$ cat src/rtl/mod_n_step_counter.sv
// Modulo-N counter with hold/+1/+2/-1 step modes, parallel load and
// registered wrap/borrow/load-error strobes for cascading digits.
module mod_n_step_counter #(
    parameter int MODULUS = 10,
    parameter int WIDTH   = 4
) (
    input  logic             Clock,
    input  logic             Reset,
    input  logic             En,
    input  logic [1:0]       Mode,
    input  logic             Load,
    input  logic [WIDTH-1:0] LoadValue,
    output logic [WIDTH-1:0] Count,
    output logic             Wrap,
    output logic             Borrow,
    output logic             LoadErr,
    output logic             AtMax
);

    if (MODULUS < 3) begin : g_bad_modulus
        $error("mod_n_step_counter: MODULUS must be at least 3");
    end
    if ((1 << WIDTH) < MODULUS) begin : g_bad_width
        $error("mod_n_step_counter: WIDTH too small for MODULUS");
    end

    typedef enum logic [1:0] {
        MODE_HOLD = 2'b00,
        MODE_INC1 = 2'b01,
        MODE_INC2 = 2'b10,
        MODE_DEC  = 2'b11
    } mode_e;

    localparam logic [WIDTH:0]   MOD_W = (WIDTH+1)'(MODULUS);
    localparam logic [WIDTH-1:0] MAX_V = WIDTH'(MODULUS - 1);

    logic [WIDTH-1:0] count_q, count_d;
    logic             wrap_q, wrap_d;
    logic             borrow_q, borrow_d;
    logic             lerr_q, lerr_d;

    logic [WIDTH:0]   sum;
    logic             in_range;
    logic             load_ok;
    mode_e            mode;

    assign mode     = mode_e'(Mode);
    // One spare bit so Count + 2 never overflows when MODULUS == 2**WIDTH.
    assign sum      = {1'b0, count_q}
                    + ((mode == MODE_INC2) ? (WIDTH+1)'(2)
                                           : (WIDTH+1)'(1));
    assign in_range = ({1'b0, count_q} < MOD_W);
    assign load_ok  = ({1'b0, LoadValue} < MOD_W);

    always_comb begin
        count_d  = count_q;
        wrap_d   = 1'b0;
        borrow_d = 1'b0;
        lerr_d   = 1'b0;
        if (Load) begin
            if (load_ok) begin
                count_d = LoadValue;
            end else begin
                count_d = '0;
                lerr_d  = 1'b1;
            end
        end else if (!in_range) begin
            count_d = '0;
        end else if (En) begin
            unique case (mode)
                MODE_HOLD: count_d = count_q;
                MODE_INC1,
                MODE_INC2: begin
                    if (sum >= MOD_W) begin
                        count_d = WIDTH'(sum - MOD_W);
                        wrap_d  = 1'b1;
                    end else begin
                        count_d = sum[WIDTH-1:0];
                    end
                end
                MODE_DEC: begin
                    if (count_q == '0) begin
                        count_d  = MAX_V;
                        borrow_d = 1'b1;
                    end else begin
                        count_d = count_q - WIDTH'(1);
                    end
                end
                default: count_d = count_q;
            endcase
        end
    end

    always_ff @(posedge Clock) begin
        if (Reset) begin
            count_q  <= '0;
            wrap_q   <= 1'b0;
            borrow_q <= 1'b0;
            lerr_q   <= 1'b0;
        end else begin
            count_q  <= count_d;
            wrap_q   <= wrap_d;
            borrow_q <= borrow_d;
            lerr_q   <= lerr_d;
        end
    end

    assign Count   = count_q;
    assign Wrap    = wrap_q;
    assign Borrow  = borrow_q;
    assign LoadErr = lerr_q;
    assign AtMax   = (count_q == MAX_V);

endmodule

$ cat config.mk
export PLATFORM = sky130hd
export DESIGN_NAME = mod_n_step_counter
export DESIGN_NICKNAME = d
export VERILOG_FILES = /design/src/rtl/mod_n_step_counter.sv
export SDC_FILE = /design/constraint.sdc
export NUM_CORES = 1
export LEC_CHECK = 0
export ABC_CLOCK_PERIOD_IN_PS = 9300
export CELL_PAD_IN_SITES_DETAIL_PLACEMENT = 1
export CELL_PAD_IN_SITES_GLOBAL_PLACEMENT = 1
export CORE_MARGIN = 2
export CORE_UTILIZATION = 35
export CTS_CLUSTER_SIZE = 28
export DETAILED_ROUTE_END_ITERATION = 10
export GPL_TIMING_DRIVEN = 0
export PLACE_DENSITY_LB_ADDON = 0.1
export SYNTH_ARGS = -nofsm -noshare
export SYNTH_HDL_FRONTEND = slang
export SYNTH_SLANG_ARGS = --single-unit
$ cat constraint.sdc
create_clock -name Clock -period 9.3 [get_ports Clock]
set_clock_uncertainty 0.05 [all_clocks]
set_input_delay 2.79 -clock Clock [delete_from_list [all_inputs] [get_ports Clock]]
set_output_delay 2.79 -clock Clock [all_outputs]
set_load 0.02 [all_outputs]
==> results of run 1 <==
==> metrics by stage <==
step / hold slack, ps / setup WS (ps)
after floorplan: 658.3 / 4318
after global placement: 636.2 / 3613
after detailed placement: 659.2 / 3572
after CTS: 666.0 / 3796
after global routing: 730.3 / 3520
final: 670.1 / 3829
==> cell families after synthesis <==
family                   count (synthesis)
AND/OR/NAND/NOR                         36
AO/OA/AOI/OAI                           31
buffers and inverters                   13
adder cells (fa/ha/maj)                  7
flip-flops                               7
XOR/XNOR                                 1
==> state kept, by name (all words and copies together), names as in the netlist <==
| signal | flops |
|---|---|
| Borrow | 1 |
| LoadErr | 1 |
| Count | 4 |
| Wrap | 1 |
==> worst paths after layout <==
path,from,endpoint,slack [ps]
max,Mode[1],Count[3],3830
min,Count[2],Count[2],670
max reg2reg,Count[0],Count[3],6780
min reg2reg,Count[2],Count[2],670
==> synth_stat cells, types with 3 or more instances <==
| library cell | count | area (um^2) |
|---|---|---|
| nand2_1 | 8 | 30.03 |
| dfxtp_1 | 7 | 140.1 |
| a21oi_1 | 6 | 30.03 |
| ha_1 | 6 | 75.07 |
| inv_1 | 5 | 18.77 |
| nor2_1 | 5 | 18.77 |
| nor3_1 | 5 | 25.02 |
| buf_2 | 4 | 20.02 |
| a211oi_1 | 3 | 22.52 |
| and3b_1 | 3 | 26.28 |
| nand3_1 | 3 | 15.01 |
| nor4_1 | 3 | 18.77 |
| o21ai_0 | 3 | 15.01 |
| o31ai_1 | 3 | 22.52 |
==> layer usage <==
| metal | global-route usage | wire (um) | vias up | share of wire |
|---|---|---|---|---|
| li1 | - | - | 397 | - |
| met1 | 0.2668 | 1033 | 372 | 0.49 |
| met2 | 0.3333 | 994 | 17 | 0.47 |
| met3 | 0.03681 | 68 | 5 | 0.032 |
| met4 | 0.05714 | 20 | 0 | 0.0095 |
| met5 | 0 | 0 | - | 0 |
==> worst min-delay path: cells and delay by family, from the launching register on <==
| kind | cells | cell delay [ps] |
|---|---|---|
| flip-flops | 1 | 390 |
| AND/OR/NAND/NOR | 1 | 60 |
| buffers and inverters | 1 | 110 |
| AO/OA/AOI/OAI | 2 | 120 |
==> cell type report <==
cell class	count	area, um^2
Inverter	7	26.28
Timing Repair Buffer	17	170.2
Clock inverter	1	5.005
Multi-Input combinational cell	75	516.7
Buffer	6	35.03
Tap cell	27	33.78
Fill cell	258	992.2
Clock buffer	3	22.52
Sequential cell	7	140.1
==> power by group <==
group / switching [mW] / internal (mW) / total, mW
Clock: 0.0126 / 0.0158 / 0.0284
Combinational: 0.0302 / 0.0245 / 0.0546
Sequential: 0.00298 / 0.0323 / 0.0353
==> flow_summary.yaml, run 1 <==
setup_path:
  cp_max_fo: 5
  critPathRequiredTime_ps: 9420
  critical-path-max-stage-delay_ps: 500
  crit_slowest_cell: "clkdlybuf4s50_1"
  cp_cell_sequence: "clkdlybuf4s50_1 -> ha_1 -> inv_1 -> ha_1 -> fa_1 -> xnor2_1 -> ha_1 -> nor2b_1 -> nand4_1 -> a311oi_1 -> a311oi_1 -> a211oi_1"
  crit_family: "adder cells"
  cp-start-kind: "input pin"
  arrival_ps: 5590
  crit_type: "in2reg"
  worst_path_most_repeated_cell: "ha_1"
  cp.depth: 12
  cp-end-kind: "register"
  cp_num_buf_inv: 2
  rr_worst_depth: 9
logic_synthesis:
  synth_edf_count: 0
  synthesis.area_um2: 718.2
  ys_ff_latch: 7
  synth.area.mux_share: 0
  syn_nets: 112
  ys_seq_area_frac: 0.1951
  avgSynthCellArea_um2: 7.560
  ys_async_sr_fraction: 0
  synthCells: 95
  yosys_warnings: 0
  synth_fa_ha_area_frac: 0.1324
  synth_compound_area_frac: 0.3049
  synth_top_flop_cell: "dfxtp_1"
  synth_top_family_by_area: "compound AO/OA/AOI/OAI gates"
  synthSimpleGateAreaFrac: 0.2700
  synth_xor_area_frac: 0.01220
  synth.distinct_cells: 39
pwr:
  leakage_nw: 0.3946
  power_density_nw_per_um2: 124.6
  power_mw: 0.1183
  irDropWorstVdd_uv: 85.06
cells_and_area:
  final_cell_mix: "clkdlybuf4s50_1, nand2_1, dfxtp_1, a21oi_1, ha_1"
  syn2layout_area_growth_pct: 32.23
  mostFrequentLayoutCell: "clkdlybuf4s50_1"
  layout.nets: 134
  antenna_cells: 0
  design_area_um2: 949.7
  finalNonFillerCells: 143
  drive_gt1_frac: 0.09483
  utilization: 0.4890
die:
  die-area_um2: 2430
  std_cell_rows: 16
  fp.coreArea_um2: 1942
  dieWidth_um: 49.30
  ios: 18
  die_h_um: 49.30
  start_util: 0.3698
drt:
  dr.pass1.iters: 4
  viasPerCell: 5.531
  drt_first_iter_violations: 14
  wl_um: 2116
  vias: 791
  drc_errors: 0
  antenna_left: 0
  routedWlPerCell_um: 14.80
clock_tree:
  clock_sinks: 7
  post_cts_buffers: 0
  cts_tree: "done"
  cts_root_buf: "clkbuf_4"
  cts.clk_slew.worst_paths_ps: 50
  post_cts_resized: 0
  cts_buffers: 3
  htree_levels: 1
  cts_hold_buf: 0
  clk_latency_ps: 260
  ctsLongestPathBuffers: 2
grt:
  grt_max_degree: 11
  track_usage: 0.2022
  grt-ovfl-total: 0
  first_global_vias: 802
  grt_pass1_wl_um: 3788
  antenna_found_initial: 0
outcome:
  status: "finished clean"
timing:
  relSlewSlack: 0.7586
  post-route-min-period_ps: 5471
  fin_setup_tns_ps: 0
  max_freq_ghz: 0.1828
  finalHoldViolations: 0
  finalSetupViolCount: 0
  rsz0062_at_grt: "false"
  finalMaxSlewViolations: 0
  fin_crit_sh: 0.5882
  tightest_slew_ps: 360.8
place:
  port_buffers: 17
  dp.cells: 139
  gp_congestion: 0.8332
  place_hpwl_um: 1660
  placed_cell_area_um2: 922.1
hold_path:
  hold_depth: 4
  hp-class: "reg2reg"
run:
  cap_viol_max_count: 0
Note: power is estimated with default switching activity, not from simulation.
==> run 2: changes to the inputs <==
--- a/config.mk
+++ b/config.mk
@@ -5,11 +5,11 @@
 export SDC_FILE = /design/constraint.sdc
 export NUM_CORES = 1
 export LEC_CHECK = 0
-export ABC_CLOCK_PERIOD_IN_PS = 9300
+export ABC_CLOCK_PERIOD_IN_PS = 5550
 export CELL_PAD_IN_SITES_DETAIL_PLACEMENT = 1
 export CELL_PAD_IN_SITES_GLOBAL_PLACEMENT = 1
 export CORE_MARGIN = 2
-export CORE_UTILIZATION = 35
+export CORE_UTILIZATION = 34
 export CTS_CLUSTER_SIZE = 28
 export DETAILED_ROUTE_END_ITERATION = 10
 export GPL_TIMING_DRIVEN = 0
==> constraint.sdc (replaced) <==
create_clock -name Clock -period 5.55 [get_ports Clock]
set_clock_uncertainty 0.05 [all_clocks]
set_input_delay 1.665 -clock Clock [delete_from_list [all_inputs] [get_ports Clock]]
set_output_delay 1.665 -clock Clock [all_outputs]
set_load 0.02 [all_outputs]
==> run 2 against run 1 <==
  * Worst setup slack got worse by 2700 ps
  * Design area fell by 0.13%
  * Critical path depth stayed put
  * Sequential power is 66% higher
  * Critical endpoint unchanged
  * Register-to-register slack worse by 3800 ps
  * Non-clock buffer count did not move
  * Core utilization fell by 1.1 points
  * Die area increased by 2.7%
  * Via count grew 2.4%
  * Flip-flop and latch count unchanged
==> flow_summary.yaml, run 2 (synthesis gave the netlist of run 1 again) <==
place:
  port_buffers: 17
  pre_cts_ws_ps: 888.4
  place_hpwl_um: 1721
  gp_congestion: 0.8729
setup_path:
  cp_max_fo: 5
  timing.critical_path.from: "Mode[1]"
  cp-start-kind: "input pin"
  reg2reg_from: "Count[0]"
  crit_slowest_cell: "clkdlybuf4s50_1"
  critPathRequiredTime_ps: 5680
  crit_type: "in2reg"
  arrival_ps: 4540
  cp-end-kind: "register"
  crit_family: "adder cells"
  cp_num_buf_inv: 2
  cp_cell_sequence: "clkdlybuf4s50_1 -> ha_1 -> inv_1 -> ha_1 -> fa_1 -> xnor2_1 -> ha_1 -> nor2b_1 -> nand4_1 -> a311oi_1 -> a311oi_1 -> a211oi_1"
  worst_path_most_repeated_cell: "ha_1"
  critical-path-max-stage-delay_ps: 510
grt:
  grt_max_degree: 11
  grt_pass1_wl_um: 3712
  first_global_vias: 770
  grt-ovfl-total: 0
  track_usage: 0.1980
  antenna_found_initial: 0
hold_path:
  hp-class: "reg2reg"
  hp-start: "Count[0]"
drt:
  drt_first_iter_violations: 16
  wl_um: 2185
  drc_errors: 0
  dr.pass1.iters: 4
  viasPerCell: 5.664
  vias: 810
  antenna_left: 0
  routedWlPerCell_um: 15.28
pwr:
  power_density_nw_per_um2: 214.9
  leakage_nw: 0.3919
  irDropWorstVdd_uv: 107.9
clock_tree:
  clk_latency_ps: 270
  clock_sinks: 7
  cts.clk_slew.worst_paths_ps: 60
  htree_levels: 1
  post_cts_resized: 0
  post_cts_buffers: 0
  cts_hold_buf: 0
  cts_buffers: 3
  ctsLongestPathBuffers: 2
  cts_root_buf: "clkbuf_4"
  cts_tree: "done"
cells_and_area:
  final_cell_mix: "clkdlybuf4s50_1, nand2_1, dfxtp_1, a21oi_1, ha_1"
  ff_latch_area_um2: 140.1
  largest_reg_flops: 4
  syn2layout_area_growth_pct: 32.06
  layout.nets: 134
  multi_input_area_um2: 516.7
  antenna_cells: 0
  drive_gt1_frac: 0.08621
  fill_cells: 242
  mostFrequentLayoutCell: "clkdlybuf4s50_1"
timing:
  max_freq_ghz: 0.2270
  timing.final.ws_setup_ps: 1146
  post-route-min-period_ps: 4404
  relSlewSlack: 0.7658
  tightest_slew_ps: 350.0
  finalHoldViolations: 0
  finalMaxSlewViolations: 0
  rsz0062_at_grt: "false"
  fin_crit_sh: 0.7936
  finalSetupViolCount: 0
  fin_setup_tns_ps: 0
die:
  fp.coreArea_um2: 1982
  die-area_um2: 2496
  die_h_um: 49.96
  std_cell_rows: 16
  start_util: 0.3624
  ios: 18
  dieWidth_um: 49.96
run:
  cap_viol_max_count: 0
outcome:
  status: "finished clean"
==> run 2: changes by cell type in the layout (fill, tap and decap cells not counted), sizes merged <==
| cell | delta |
|---|---|
| clkbuf | +1 |
| clkinv | -1 |
==> run 2: path summary, 6_finish.rpt <==
kind | endpoint | slack (ps) | depth (start not counted)
worst min register to register | Count[0] | 660 | 3
worst max register to register | Count[3] | 3000 | 9
worst max-delay path | Count[3] | 1150 | 12
worst min-delay path | Count[0] | 660 | 3
==> run 2: final cells by class <==
type,instances,area share
multi-input combinational,75,0.5449
timing repair buffer,17,0.1794
inverter,7,0.02770
tap,27,0.03562
clock buffer,4,0.02770
sequential,7,0.1478
buffer,6,0.03694
==> run 2: stage by stage <==
stage | cell area (um^2) | instances | util | hold WS (ps) | power (mW)
6_report | 948.4 | 143 | 0.4785 | 656.9 | 0.2038
5_1_grt | 948.4 | 143 | 0.4785 | 705.0 | 0.2178
4_1_cts | 948.4 | 143 | 0.4785 | 657.6 | 0.2033
3_5_place_dp | 922.1 | 139 | 0.4653 | 650.4 | 0.1526
3_3_place_gp | 922.1 | 139 | 0.4653 | 628.1 | 0.1497
2_1_floorplan | 718.2 | 95 | - | 658.3 | 0.1201
==> run 2: per-layer routing <==
metal,part of all wire,track usage,vias up
li1,-,-,399
met3,0.024,0.01818,5
met2,0.47,0.3200,15
met4,0.019,0.08333,0
met5,0,0,-
met1,0.49,0.2670,391
==> run 2: power by group <==
group	internal (mW)	switching (mW)	total, mW	leakage [nW]
clock network	0.0278	0.0239	0.0517	0.0150
registers	0.0541	0.00463	0.0587	0.0573
logic	0.0412	0.0522	0.0934	0.320
==> run 2: tightest hold or removal path, delay by kind of cell, from the launching register on <==
kind	cells	cell delay, ps
AO/OA/AOI/OAI	2	150
flip-flops	1	330
buffers and inverters	1	180
==> run 3: changes to the inputs <==
--- a/config.mk
+++ b/config.mk
@@ -5,7 +5,7 @@
 export SDC_FILE = /design/constraint.sdc
 export NUM_CORES = 1
 export LEC_CHECK = 0
-export ABC_CLOCK_PERIOD_IN_PS = 5550
+export ABC_CLOCK_PERIOD_IN_PS = 4500
 export CELL_PAD_IN_SITES_DETAIL_PLACEMENT = 1
 export CELL_PAD_IN_SITES_GLOBAL_PLACEMENT = 1
 export CORE_MARGIN = 2
==> constraint.sdc (replaced) <==
create_clock -name Clock -period 4.5 [get_ports Clock]
set_clock_uncertainty 0.05 [all_clocks]
set_input_delay 1.35 -clock Clock [delete_from_list [all_inputs] [get_ports Clock]]
set_output_delay 1.35 -clock Clock [all_outputs]
set_load 0.02 [all_outputs]
==> results of run 3 <==
Same layout as run 2 (identical final DEF). Status: finished clean.
Among the figures that moved: setup slack after placement 888.4 ps -> 153.4 ps; setup slack after layout 1146 ps -> 410.7 ps; register-to-register setup slack 3000 ps -> 1950 ps; total power 0.2038 mW -> 0.2513 mW; worst IR drop on VDD 107.9 uV -> 133.1 uV
